## src/rtl/color_fsm_arbiter.sv

```systemverilog
// Round-robin arbiter that shares one Mealy colour FSM among NUM_REQ requesters.
// Define COLOR_ARB_TIMEOUT_EN to revoke a grant after TIMEOUT consecutive stall cycles.
module color_fsm_arbiter #(
   parameter int                 NUM_REQ   = 4,
   parameter int                 CMD_W     = 2,
   parameter int                 MAX_BURST = 4,
   parameter logic [CMD_W-1:0]   IDLE_CMD  = '0,
   parameter int                 TIMEOUT   = 16
) (
   input  logic                        clk,
   input  logic                        rst,
   input  logic [NUM_REQ-1:0]          req_valid,
   input  logic [NUM_REQ*CMD_W-1:0]    req_cmd,
   input  logic [NUM_REQ-1:0]          req_last,
   output logic [NUM_REQ-1:0]          req_ready,
   output logic [CMD_W-1:0]            fsm_in,
   output logic                        fsm_in_valid,
   input  logic [CMD_W-1:0]            fsm_out,
   output logic                        rsp_valid,
   output logic [CMD_W-1:0]            rsp_data,
   output logic [$clog2(NUM_REQ)-1:0]  rsp_id,
   output logic [$clog2(NUM_REQ)-1:0]  grant_id,
   output logic                        busy,
   output logic                        timeout_err
);

   localparam int ID_W = $clog2(NUM_REQ);

   typedef enum logic [1:0] {IDLE, GRANT, DRAIN} state_t;

   state_t            state, state_next;
   logic [ID_W-1:0]   rr_ptr;
   logic [ID_W-1:0]   pick;
   logic [ID_W-1:0]   fsm_in_id;
   logic [3:0]        beat_cnt;
   logic              any_valid;
   logic              accept;
   logic              stall_hit;
   logic [CMD_W-1:0]  grant_cmd;
   logic              grant_last;

   // Walk downward so the candidate nearest rr_ptr+1 is written last and wins.
   always_comb begin
      pick      = rr_ptr;
      any_valid = |req_valid;
      for (int k = NUM_REQ; k >= 1; k--) begin
         if (req_valid[(int'(rr_ptr) + k) % NUM_REQ])
            pick = ID_W'((int'(rr_ptr) + k) % NUM_REQ);
      end
   end

`ifdef COLOR_ARB_TIMEOUT_EN
   localparam int STALL_W = $clog2(TIMEOUT + 1);
   logic [STALL_W-1:0] stall_cnt;

   assign stall_hit = (state == GRANT) && !req_valid[grant_id] &&
                      (stall_cnt == STALL_W'(TIMEOUT - 1));

   // Counts consecutive stalled GRANT cycles; the revoke pulse lines up with DRAIN.
   always_ff @(posedge clk or posedge rst) begin
      if (rst) begin
         stall_cnt   <= '0;
         timeout_err <= 1'b0;
      end else begin
         timeout_err <= stall_hit;
         if (state != GRANT || req_valid[grant_id] || stall_hit)
            stall_cnt <= '0;
         else
            stall_cnt <= stall_cnt + STALL_W'(1);
      end
   end
`else
   assign stall_hit   = 1'b0;
   // TIMEOUT only matters when the revoke option is built in.
   assign timeout_err = (TIMEOUT < 0);
`endif

   always_comb begin
      state_next = state;
      req_ready  = '0;
      accept     = 1'b0;
      grant_cmd  = req_cmd[int'(grant_id)*CMD_W +: CMD_W];
      grant_last = req_last[grant_id];
      case (state)
         IDLE: begin
            if (any_valid)
               state_next = GRANT;
         end
         GRANT: begin
            req_ready[grant_id] = 1'b1;
            accept              = req_valid[grant_id];
            if (accept && (grant_last || (beat_cnt + 4'd1 == 4'(MAX_BURST))))
               state_next = DRAIN;
            if (stall_hit)
               state_next = DRAIN;
         end
         DRAIN: state_next = IDLE;
         default: state_next = IDLE;
      endcase
   end

   always_ff @(posedge clk or posedge rst) begin
      if (rst)
         state <= IDLE;
      else
         state <= state_next;
   end

   // Beat pipeline: accepted command lands on fsm_in, its Mealy output is captured one cycle later.
   always_ff @(posedge clk or posedge rst) begin
      if (rst) begin
         rr_ptr       <= ID_W'(NUM_REQ - 1);
         grant_id     <= '0;
         beat_cnt     <= '0;
         fsm_in       <= IDLE_CMD;
         fsm_in_valid <= 1'b0;
         fsm_in_id    <= '0;
         rsp_valid    <= 1'b0;
         rsp_data     <= '0;
         rsp_id       <= '0;
      end else begin
         fsm_in       <= accept ? grant_cmd : IDLE_CMD;
         fsm_in_valid <= accept;
         if (accept) begin
            fsm_in_id <= grant_id;
            beat_cnt  <= beat_cnt + 4'd1;
         end
         rsp_valid <= fsm_in_valid;
         if (fsm_in_valid) begin
            rsp_data <= fsm_out;
            rsp_id   <= fsm_in_id;
         end
         if (state == IDLE && any_valid) begin
            grant_id <= pick;
            beat_cnt <= '0;
         end
         if (state == DRAIN)
            rr_ptr <= grant_id;
      end
   end

   assign busy = (state != IDLE);

endmodule
```

## config.mk

```make
export PLATFORM = sky130hd
export DESIGN_NAME = color_fsm_arbiter
export DESIGN_NICKNAME = d
export VERILOG_FILES = /design/src/rtl/color_fsm_arbiter.sv
export SDC_FILE = /design/constraint.sdc
export NUM_CORES = 1
export LEC_CHECK = 0
export ABC_AREA = 1
export CAP_MARGIN = 30
export CORE_MARGIN = 2
export CORE_UTILIZATION = 45
export DETAILED_ROUTE_END_ITERATION = 8
export PLACE_DENSITY = 0.87
export REMOVE_ABC_BUFFERS = 1
export SLEW_MARGIN = 20
export SYNTH_ARGS = -nofsm -noshare
export SYNTH_HDL_FRONTEND = slang
export SYNTH_SLANG_ARGS = --single-unit
export TNS_END_PERCENT = 20
```

## constraint.sdc

```tcl
create_clock -name clk -period 1.7 [get_ports clk]
set_input_delay 0.255 -clock clk [delete_from_list [all_inputs] [get_ports clk]]
set_output_delay 0.255 -clock clk [all_outputs]
set_load 0.02 [all_outputs]
```

==> results.sh <==
export IMPL_outcome="completed"
export IMPL_drv_cap=0
export IMPL_avgSynthCellArea_um2=7.362
export IMPL_synth_top_area_share_pct=39.47
export IMPL_grt_pass1_vias=1109
export IMPL_grt_overflow_total=0
export IMPL_arrival_ns=1.30
export IMPL_cp_max_fo=4
export IMPL_cp_start_kind="register"
export IMPL_drt_initial_drc_count=19
export IMPL_crit_chain="nor2_1, inv_1, nor2_1, clkbuf_2"
export IMPL_multi_input_area_um2=538.0
export IMPL_portBuffers=34
export IMPL_finalSetupViolCount=0
export IMPL_layout_commonest_cell="nand2_1"
export IMPL_cp_end_kind="primary output"
export IMPL_fin_crit_ns=1.552
export IMPL_fin_skew_ns=0.002166
export IMPL_intPower_uw=1493
export IMPL_syn_inst=155
export IMPL_synth_top_area_cell="dfrtp_1"
export IMPL_dieArea_um2=2954
export IMPL_core_um2=2432
export IMPL_routedWlPerCell_um=12.65
export IMPL_p_sw_share_pct=47.57
export IMPL_ys_warn_count=0
export IMPL_grt_pass1_wl_um=4505
export IMPL_synth_cell_area_um2=1141
export IMPL_leakagePower_uw=0.0008519
export IMPL_tns_ns=0
export IMPL_track_usage_pct=21.12
export IMPL_drt_wl_total_um=2860
export IMPL_routabilityCongestion=0.8074
export IMPL_fin_crit_sh_pct=91.30
export IMPL_numCtsBuffers=3
export IMPL_htreeDepth=1
export IMPL_clock_sinks=20
export IMPL_hold_path_class="in -> async"
export IMPL_slowest_delay_ns=0.40
export IMPL_rsz0062_at_grt="false"
export IMPL_r2r_slack_ns=0.16
export IMPL_synth_seq_cells=20
export IMPL_cts_buffer_depth=2
export IMPL_dr_total_vias=1145
export IMPL_yosysSeqAreaShare_pct=44.08
export IMPL_p_total_uw=2847
export IMPL_post_cts_setup_buffer_count=0
export IMPL_clk_pin_slew_ns=0.10
export IMPL_die_h_um=54.36
export IMPL_die_width_um=54.36
export IMPL_final_cell_mix="nand2_1 (59), clkdlybuf4s50_1 (26), inv_1 (18), dfrtp_1 (18), nor2_1 (14)"
export IMPL_dr_pass1_iters=4
export IMPL_crit_required_ns=1.44
export IMPL_path_common_cell="nor2_1"
export IMPL_register_area_um2=503.0
export IMPL_antenna_found_initial=0
export IMPL_num_rows=18
export IMPL_whs_ns=0.1878
export IMPL_place_inst=222
export IMPL_power_per_cell_area_nw_per_um2=1835
export IMPL_hold_viol=0
export IMPL_clock_latency_ns=0.28
export IMPL_drc=0
export IMPL_worst_path_buf_inv=2
export IMPL_fin_nets=219
export IMPL_synthTopCellsByArea="dfrtp_1 (39%), nand2_1 (19%), inv_1 (5.9%)"
export IMPL_slew_viol_final=0
export IMPL_ios=36
export IMPL_initial_core_util_pct=46.91
export IMPL_ant_nets=0
export IMPL_clkPwrFrac_pct=7.8
export IMPL_comb_power_share_pct=61.1
export IMPL_grt_max_degree=14
export IMPL_finalNonFillerCells=226
export IMPL_p_seq_share_pct=31.1
export IMPL_critPathTopFamily="flip-flops"
export IMPL_power_switching_uw=1354
export IMPL_ys_types=22
export IMPL_diodes=0
export IMPL_crit_type="reg -> out"
export IMPL_tritoncts="done"
export IMPL_max_freq_mhz=644.3
export IMPL_area_growth_pct=35.97
export IMPL_nFillCells=198
export IMPL_cts_root_buffer="clkbuf_4"
export IMPL_dpl_hpwl_um=2357
export IMPL_cpMaxStageDelayCell="dfrtp_1"
export IMPL_drive_above_1_share_pct=12.24
export IMPL_vias_per_cell=5.066
export IMPL_vdd_ir_drop_worst_uv=930.7
cell families (layout without fill, tap and decap cells):
| family | after synthesis | count (layout) | synth area share (%) |
|---|---|---|---|
| other cells | 1 | 1 | 0.3286 |
| buf+inv | 24 | 65 | 9.210 |
| xor+xnor | 2 | 2 | 1.535 |
| compound gates | 11 | 11 | 6.140 |
| simple gates | 91 | 91 | 32.57 |
| mux | 4 | 4 | 3.947 |
| flops | 20 | 20 | 44.08 |
| fa+ha+maj | 2 | 2 | 2.193 |
final timing paths:
kind / from / depth (start not counted) / to
setup / recovery: state[1]$_DFFE_PP0P_ / 4 / req_ready[3]
hold / removal: rst / 2 / rsp_data[1]$_DFFE_PP0P_
setup reg to reg: rr_ptr[0]$_DFFE_PP1N_ / 9 / grant_id[0]$_DFFE_PP0P_
hold reg to reg: fsm_in_id[1]$_DFFE_PP0P_ / 2 / fsm_in_id[1]$_DFFE_PP0P_
max in group asynchronous: rst / 3 / rr_ptr[1]$_DFFE_PP1N_
min in group clk: fsm_in_id[1]$_DFFE_PP0P_ / 2 / fsm_in_id[1]$_DFFE_PP0P_
area by class of cell:
cell class | count | share of cell area, %
inverter | 21 | 5.081
timing repair buffer | 40 | 23.71
multi-input combinational | 111 | 34.68
tap | 30 | 2.419
clock buffer | 4 | 1.694
sequential | 20 | 32.42
through the flow:
step           instance area [µm²]  utilization [%]  worst slack [ns]
6_report                      1551            63.79            0.1480
3_3_place_gp                  1538            63.22           0.06180
4_1_cts                       1558            64.04          0.007366
2_1_floorplan                 1115                -            0.2929
3_5_place_dp                  1538            63.22          -0.01650
5_1_grt                       1551            63.79           0.01066
Yosys cell counts:
cell type,instances
o21ai_0,5
nor2_1,14
clkinv_1,1
nand3_1,13
a21oi_1,3
ha_1,2
nor2_2,1
buf_6,1
o211ai_2,1
nand4_1,2
xor2_1,2
mux2_2,4
conb_1,1
nand2_1,59
nand2_2,1
buf_4,2
dfstp_2,2
dfrtp_1,18
nor3b_1,1
a221oi_1,2
inv_1,18
inv_2,2
layer usage:
| metal | wire length, µm | vias to the layer above | global-route usage, % |
|---|---|---|---|
| li1 | - | 566 | - |
| met1 | 1203 | 534 | 24.48 |
| met2 | 1455 | 41 | 39.96 |
| met3 | 173 | 4 | 3.552 |
| met4 | 29 | 0 | 5.000 |
| met5 | 0 | - | 0 |
registers in the layout, summed over array words and instances, names as in the netlist:
name,flops
rsp_valid,1
state,2
rr_ptr,2
fsm_in_valid,1
rsp_data,2
fsm_in_id,2
beat_cnt,4
fsm_in,2
grant_id,2
rsp_id,2
power by group through the flow:
stage          clock, µW  sequential, µW  combinational [µW]
2_1_floorplan          0             995                 924
3_3_place_gp           0             873                1710
3_5_place_dp           0             899                1780
4_1_cts              228             887                1740
5_1_grt              250             916                1910
6_report             221             886                1740
timing repair:
| action | in CTS | in global routing |
|---|---|---|
| endpoints found under the setup margin | 6 | 8 |
| gates resized for setup | 7 | 10 |
| hold buffers | 0 | 0 |
Power figures use the tool's default switching activity.
